### src/rtl/regbank_arbiter.sv
`default_nettype none
// ============================================================================
//  Module      : regbank_arbiter
//  Description : Two-requester arbiter serialising register-bank reads and
//                writes, one operation in flight, fixed 3-cycle cadence.
//  Revision    : 1.0  initial release
// ============================================================================
module regbank_arbiter #(
    parameter int FIXED_PRIO = 0
) (
    input  logic        clk,
    input  logic        reset,
    input  logic        req0_valid,
    input  logic        req0_we,
    input  logic [3:0]  req0_src1,
    input  logic [3:0]  req0_src2,
    input  logic [3:0]  req0_dst,
    input  logic [31:0] req0_wdata,
    output logic        req0_ready,
    input  logic        req1_valid,
    input  logic        req1_we,
    input  logic [3:0]  req1_src1,
    input  logic [3:0]  req1_src2,
    input  logic [3:0]  req1_dst,
    input  logic [31:0] req1_wdata,
    output logic        req1_ready,
    output logic        rsp0_valid,
    output logic [31:0] rsp0_a,
    output logic [31:0] rsp0_b,
    output logic        rsp1_valid,
    output logic [31:0] rsp1_a,
    output logic [31:0] rsp1_b,
    output logic [3:0]  rb_src1,
    output logic [3:0]  rb_src2,
    output logic [3:0]  rb_dst,
    output logic [31:0] rb_z,
    output logic        rb_read_strobe,
    output logic        rb_write_strobe,
    input  logic [31:0] rb_a,
    input  logic [31:0] rb_b
);

    typedef enum logic [1:0] {
        S_IDLE     = 2'd0,
        S_RD_ISSUE = 2'd1,
        S_WR_ISSUE = 2'd2,
        S_DONE     = 2'd3
    } state_t;

    state_t      r_state;
    logic        r_id;
    logic        r_we;
    logic        r_next_prio;
    logic [3:0]  r_src1;
    logic [3:0]  r_src2;
    logic [3:0]  r_dst;
    logic [31:0] r_wdata;

    logic        w_idle;
    logic        w_pick1;
    logic        w_grant0;
    logic        w_grant1;
    logic        w_sel_we;
    logic        w_rd;
    logic        w_wr;
    logic        w_done;

    assign w_idle   = (r_state == S_IDLE);
    // r_next_prio names the requester that wins a tie; fixed mode pins it to 0.
    assign w_pick1  = req1_valid & (~req0_valid | ((FIXED_PRIO == 0) & r_next_prio));
    assign w_grant1 = w_idle & w_pick1;
    assign w_grant0 = w_idle & req0_valid & ~w_pick1;
    assign w_sel_we = w_grant1 ? req1_we : req0_we;

    always_ff @(posedge clk or posedge reset) begin
        if (reset) begin
            r_state     <= S_IDLE;
            r_id        <= 1'b0;
            r_we        <= 1'b0;
            r_next_prio <= 1'b0;
            r_src1      <= 4'd0;
            r_src2      <= 4'd0;
            r_dst       <= 4'd0;
            r_wdata     <= 32'd0;
        end else begin
            case (r_state)
                S_IDLE: begin
                    if (w_grant0 | w_grant1) begin
                        r_id        <= w_grant1;
                        r_we        <= w_sel_we;
                        r_src1      <= w_grant1 ? req1_src1  : req0_src1;
                        r_src2      <= w_grant1 ? req1_src2  : req0_src2;
                        r_dst       <= w_grant1 ? req1_dst   : req0_dst;
                        r_wdata     <= w_grant1 ? req1_wdata : req0_wdata;
                        r_next_prio <= ~w_grant1;
                        r_state     <= w_sel_we ? S_WR_ISSUE : S_RD_ISSUE;
                    end
                end
                S_RD_ISSUE: r_state <= S_DONE;
                S_WR_ISSUE: r_state <= S_DONE;
                S_DONE:     r_state <= S_IDLE;
                default:    r_state <= S_IDLE;
            endcase
        end
    end

    assign w_rd   = (r_state == S_RD_ISSUE);
    assign w_wr   = (r_state == S_WR_ISSUE);
    assign w_done = (r_state == S_DONE);

    assign req0_ready      = w_grant0;
    assign req1_ready      = w_grant1;

    assign rb_read_strobe  = w_rd;
    assign rb_write_strobe = w_wr;
    assign rb_src1         = w_rd ? r_src1  : 4'd0;
    assign rb_src2         = w_rd ? r_src2  : 4'd0;
    assign rb_dst          = w_wr ? r_dst   : 4'd0;
    assign rb_z            = w_wr ? r_wdata : 32'd0;

    // The bank registers its read data on the strobe edge, so DONE passes it through.
    assign rsp0_valid = w_done & ~r_id;
    assign rsp1_valid = w_done &  r_id;
    assign rsp0_a     = (rsp0_valid & ~r_we) ? rb_a : 32'd0;
    assign rsp0_b     = (rsp0_valid & ~r_we) ? rb_b : 32'd0;
    assign rsp1_a     = (rsp1_valid & ~r_we) ? rb_a : 32'd0;
    assign rsp1_b     = (rsp1_valid & ~r_we) ? rb_b : 32'd0;

endmodule
`default_nettype wire

### config.mk
export PLATFORM = sky130hd
export DESIGN_NAME = regbank_arbiter
export DESIGN_NICKNAME = d
export VERILOG_FILES = /design/src/rtl/regbank_arbiter.sv
export SDC_FILE = /design/constraint.sdc
export NUM_CORES = 1
export LEC_CHECK = 0
export CORE_AREA = 5 5 129 131
export CTS_BUF_LIST = sky130_fd_sc_hd__clkbuf_8
export CTS_CLUSTER_DIAMETER = 150
export DETAILED_ROUTE_END_ITERATION = 12
export DIE_AREA = 0 0 134 136
export HOLD_SLACK_MARGIN = 0.05
export RECOVER_POWER = 25
export SYNTH_ARGS = -nofsm -noshare
export SYNTH_HDL_FRONTEND = slang
export SYNTH_SLANG_ARGS = --single-unit
### constraint.sdc
create_clock -name clk -period 2.5 [get_ports clk]
set_clock_uncertainty 0.1 [all_clocks]
set_input_delay 0.75 -clock clk [delete_from_list [all_inputs] [get_ports clk]]
set_output_delay 0.75 -clock clk [all_outputs]
set_load 0.01 [all_outputs]
Word level (Yosys, flattened, before mapping)
Cells that the tools add are included.
{ "op_classes": {"n_addsub": 0, "n_mul": 0, "div_mod_pow": 0, "order_cmp": 0, "eq_ne": 4, "shifts": 0, "mux": 16, "n_bitwise": 15, "reduce_logical": 3} }
{ "op_table": {"columns": ["op", "n"], "rows": [
  ["$mux 32", 6],
  ["$mux 4", 6],
  ["$and 1x1->1", 8],
  ["$pmux 2 s3", 1],
  ["$not 1->1", 5],
  ["$eq 2x2->1 const B", 2],
  ["$mux 2", 2],
  ["$eq 2x1->1 const B", 1],
  ["$logic_not 2->1", 1],
  ["$ne 2x1->1 const B", 1],
  ["$or 1x1->1", 2],
  ["$reduce_and 2->1", 1],
  ["$reduce_or 2->1", 1],
  ["$mux 1", 1]
]} }
{ "word_totals": {"register_bits": 49, "latch_bits": 0, "ramBits": 0, "rom_bits": 0, "inputBits": 158, "output_inout_bits": 178, "word_cells": 46, "n_memories": 0} }

Depth between registers and ports, before layout
{ "depth": {"word_depth": 8, "ltp_mapped": 7, "depth_no_buf": 5} }

Worst setup path after synthesis
Ideal clock, no wire load.
{ "synth_timing": {"path_type": "in2out", "from": "input port req0_valid", "to": "output port req1_ready", "t_arrival_ns": 1.407, "required_ns": 1.650, "slack_ns": 0.243, "cell_stages": 4, "path_buffers": 2, "path_cell_list": "and2b_1 buf_4 nor2_1 buf_2"} }
{ "synth_via": {"elab_chain_cells": 4} }
{ "synth_rtl": {"columns": ["item", "line", "source"], "rows": [
  ["start: declaration", "13", "input logic req0_valid,"],
  ["$not 1->1", "70", "assign w_pick1 = req1_valid & (~req0_valid | ((FIXED_PRIO == 0) & r_next_prio));"],
  ["$or 1x1->1", "70", null],
  ["$and 1x1->1", "70", null],
  ["$and 1x1->1", "71", "assign w_grant1 = w_idle & w_pick1;"],
  ["end: declaration", "26", "output logic req1_ready,"]
]} }
Every way passes these cells.

Worst setup path in the final report
{ "layout_timing": {"from": "register r_state[1]", "to": "output port rsp1_b[15]"} }
{ "layout_via": {"elab_chain_cells": 4} }
{ "layout_rtl": {"columns": ["item", "line", "source"], "rows": [
  ["start: declaration", "50", "state_t r_state;"],
  ["start signal: assignment", "96", "r_state <= w_sel_we ? S_WR_ISSUE : S_RD_ISSUE;"],
  ["$eq 2x2->1", "109", "assign w_done = (r_state == S_DONE);"],
  ["$and 1x1->1", "123", "assign rsp1_valid = w_done & r_id;"],
  ["$and 1x1->1", "127", "assign rsp1_b = (rsp1_valid & ~r_we) ? rb_b : 32'd0;"],
  ["$mux 32", "127", null],
  ["end: declaration", "32", "output logic [31:0] rsp1_b,"]
]} }
Every way passes these cells.

==> reports/metrics.cfg <==
[pwr]
vdd_ir_drop_max_mv = 0.334
finalPower_mw = 6.38
powerDensity_mw_per_mm2 = 790
p_leak_nw = 3.78

[logic_synthesis]
synth_edf_count = 0
ys_warn_count = 0
synth_top_area_cell = and2_1
netlist_top_cells_area = and2_1, dfrtp_1, a221o_1
synth-compound-area-share = 0.154
ys_seq_area_frac = 0.356
synth_adder_area_share = 0.0182
synth_area_mm2 = 0.00345
synthMuxAreaShare = 0
synth_top_family_by_area = simple AND/OR/NAND/NOR gates
synth_cells = 392
synth_flop_cell = dfrtp_1
synthXorXnorAreaFrac = 0
post_synth_and_or_nand_nor_area_fraction = 0.426
avgSynthCellArea_um2 = 8.79
synth_top_area_frac = 0.376
synth-async-reset-ratio = 1.00
synth_nets = 555
ys_types = 31
synth-seq-cells = 49

[clock_tree]
numCtsBuffers = 5
cts_tree = built
clkSlewWorstSetupHoldPaths_ns = 0.10
clock_latency_ns = 0.31
htree_levels = 2
cts-root-buf = clkbuf_8
cts.path.max_buffers = 2
cts_sinks = 49

[placement]
dp_hpwl_um = 15000
dp.cells = 915
gp_congestion = 0.854
postPlaceCellArea_mm2 = 0.00722
post-place-ws_ns = -0.516
io_buffers = 335

[cells_and_area]
post-route-cell-area_mm2 = 0.00808
drive_above_1_share = 0.480
syn2layout_area_growth_pct = 134
fin_nets = 923
multi_input_area_mm2 = 0.00242
regArea_mm2 = 0.00123
fin_cells = 953
finish.utilization = 0.522
n_fill_cell = 1416

[worst_setup_path]
crit_start = r_state[1]$_DFFE_PP0P_
required_ns = 1.65
crit_type = flip-flop to output pin
rr_endpoint = r_state[1]$_DFFE_PP0P_
startpoint_type = flip-flop
rr_worst_depth = 7
reg2reg_slack_ns = 0.42
cp-end-kind = output pin
crit_end = rsp1_b[15]
crit_arrival_ns = 1.81
crit_fanout = 6
r2r_start = r_state[0]$_DFFE_PP0P_

[grt]
grt_pass1_wl_um = 29800
grt_max_degree = 50
globalRouteOverflowTotal = 0
grt_usage = 0.215
grt_pass1_vias = 4689
antenna_found_initial = 1

[floorplan]
io_pins = 336
dieArea_mm2 = 0.0182
rows = 46
core-area_mm2 = 0.0155
start_util = 0.223
die_x_um = 134
die_h_um = 136

[drt]
ant_nets = 0
wl_per_cell_um = 23.2
avgViaCountPerCell = 4.78
vias = 4557
dr.pass1.iters = 4
drt_wl_total_um = 22100
drc = 0
dr.first_iter.drc_count = 132

[timing]
tightest_slew_ns = 1.33
whs_ns = 0.455
clock.fmax_mhz = 376
maxSlewHeadroom = 0.112
worst_slack_ns = -0.160
rsz0062_at_grt = yes
setup_viol = 133
finalCriticalPeriod_ns = 2.66
drv_slew = 0
fin_tns_setup_ns = -11.04
final_hold_viol_count = 0
post-route-period-util = 1.06

[worst_hold_path]
hold_path.startpoint = r_wdata[16]$_DFFE_PP0P_
hold_path_class = flip-flop to flip-flop

[status]
violations = negative setup slack
status = finished, violations left

[job]
cap_violations = 0

cells in the mapped netlist (2+ instances only):
cell / n
a21oi_1: 3
a221o_1: 37
a31oi_1: 9
and2_0: 4
and2_1: 207
buf_2: 5
buf_6: 2
clkbuf_1: 23
dfrtp_1: 49
ha_1: 5
inv_1: 4
nand3_1: 8
nor2_1: 11
o21ai_0: 8
sequential cells by signal, indices dropped and copies added, names as in the netlist:
register	count
r_next_prio	1
r_we	1
r_id	1
r_dst	4
r_state	2
r_wdata	32
r_src2	4
r_src1	4
cells in the final DEF (no fill, tap or decap), drive strengths merged:
master	instances
diode	1
or4	1
inv	4
nor2b	1
clkinvlp	1
nor2	11
a21o	1
a211o	1
clkdlybuf4s15	1
ha	5
nand2	2
a32o	1
nand2b	1
a31oi	9
clkdlybuf4s50	153
and2b	1
o21ai	9
a32oi	1
nor3b	2
a21oi	3
buf	223
nand3	8
o21a	1
dfrtp	49
dlygate4sd2	5
a221o	37
and3b	1
dlygate4sd3	1
clkbuf	16
and2	211
cells by family after synthesis:
logic type,count (synthesis)
AND/OR/NAND/NOR,239
buffers and inverters,36
flip-flops,49
adder cells (fa/ha/maj),5
AO/OA/AOI/OAI,63
worst max-delay path: stages (launching register included):
cell       delay (ns)
dfrtp_1          0.43
ha_4             0.18
and3b_2          0.27
buf_8            0.17
clkbuf_16        0.16
and2_4           0.16
buf_6            0.12
per-layer routing:
metal / vias up / share of wire / track usage
met5: - / 0 / 0
met3: 34 / 0.073 / 0.0600
met1: 2209 / 0.37 / 0.239
met2: 249 / 0.52 / 0.390
met4: 0 / 0.038 / 0.0840
li1: 2065 / - / -
area by class of cell:
| class | count | area share |
|---|---|---|
| inverters | 4 | 0.00217 |
| repair buffers | 393 | 0.505 |
| well taps | 192 | 0.0297 |
| flip-flops and latches | 49 | 0.152 |
| clock inverters | 1 | 0.000929 |
| diodes | 1 | 0.000310 |
| multi-input cells | 307 | 0.299 |
| clock buffers | 6 | 0.0102 |
power breakdown:
part | switching, mW | internal, mW
clock | 0.288 | 0.220
sequential | 0.205 | 1.17
combinational | 1.93 | 2.56
worst min path at each step:
stage	slack (ns)	depth (start not counted)	end
global route	0.48	2	r_wdata[17]$_DFFE_PP0P_
global placement	0.43	2	r_wdata[14]$_DFFE_PP0P_
CTS	0.46	2	r_wdata[16]$_DFFE_PP0P_
floorplan	0.39	1	r_next_prio$_DFFE_PP0P_
detailed placement	0.44	2	r_wdata[16]$_DFFE_PP0P_
finish	0.46	2	r_wdata[16]$_DFFE_PP0P_
timing repair:
action                     CTS  global route
setup buffers               13             6
pin swaps                   37            29
cloned                      11             6
resized for setup          821           172
setup endpoints to repair  178           175
hold buffers                 0             0
Note: power is estimated with default switching activity, not from simulation.
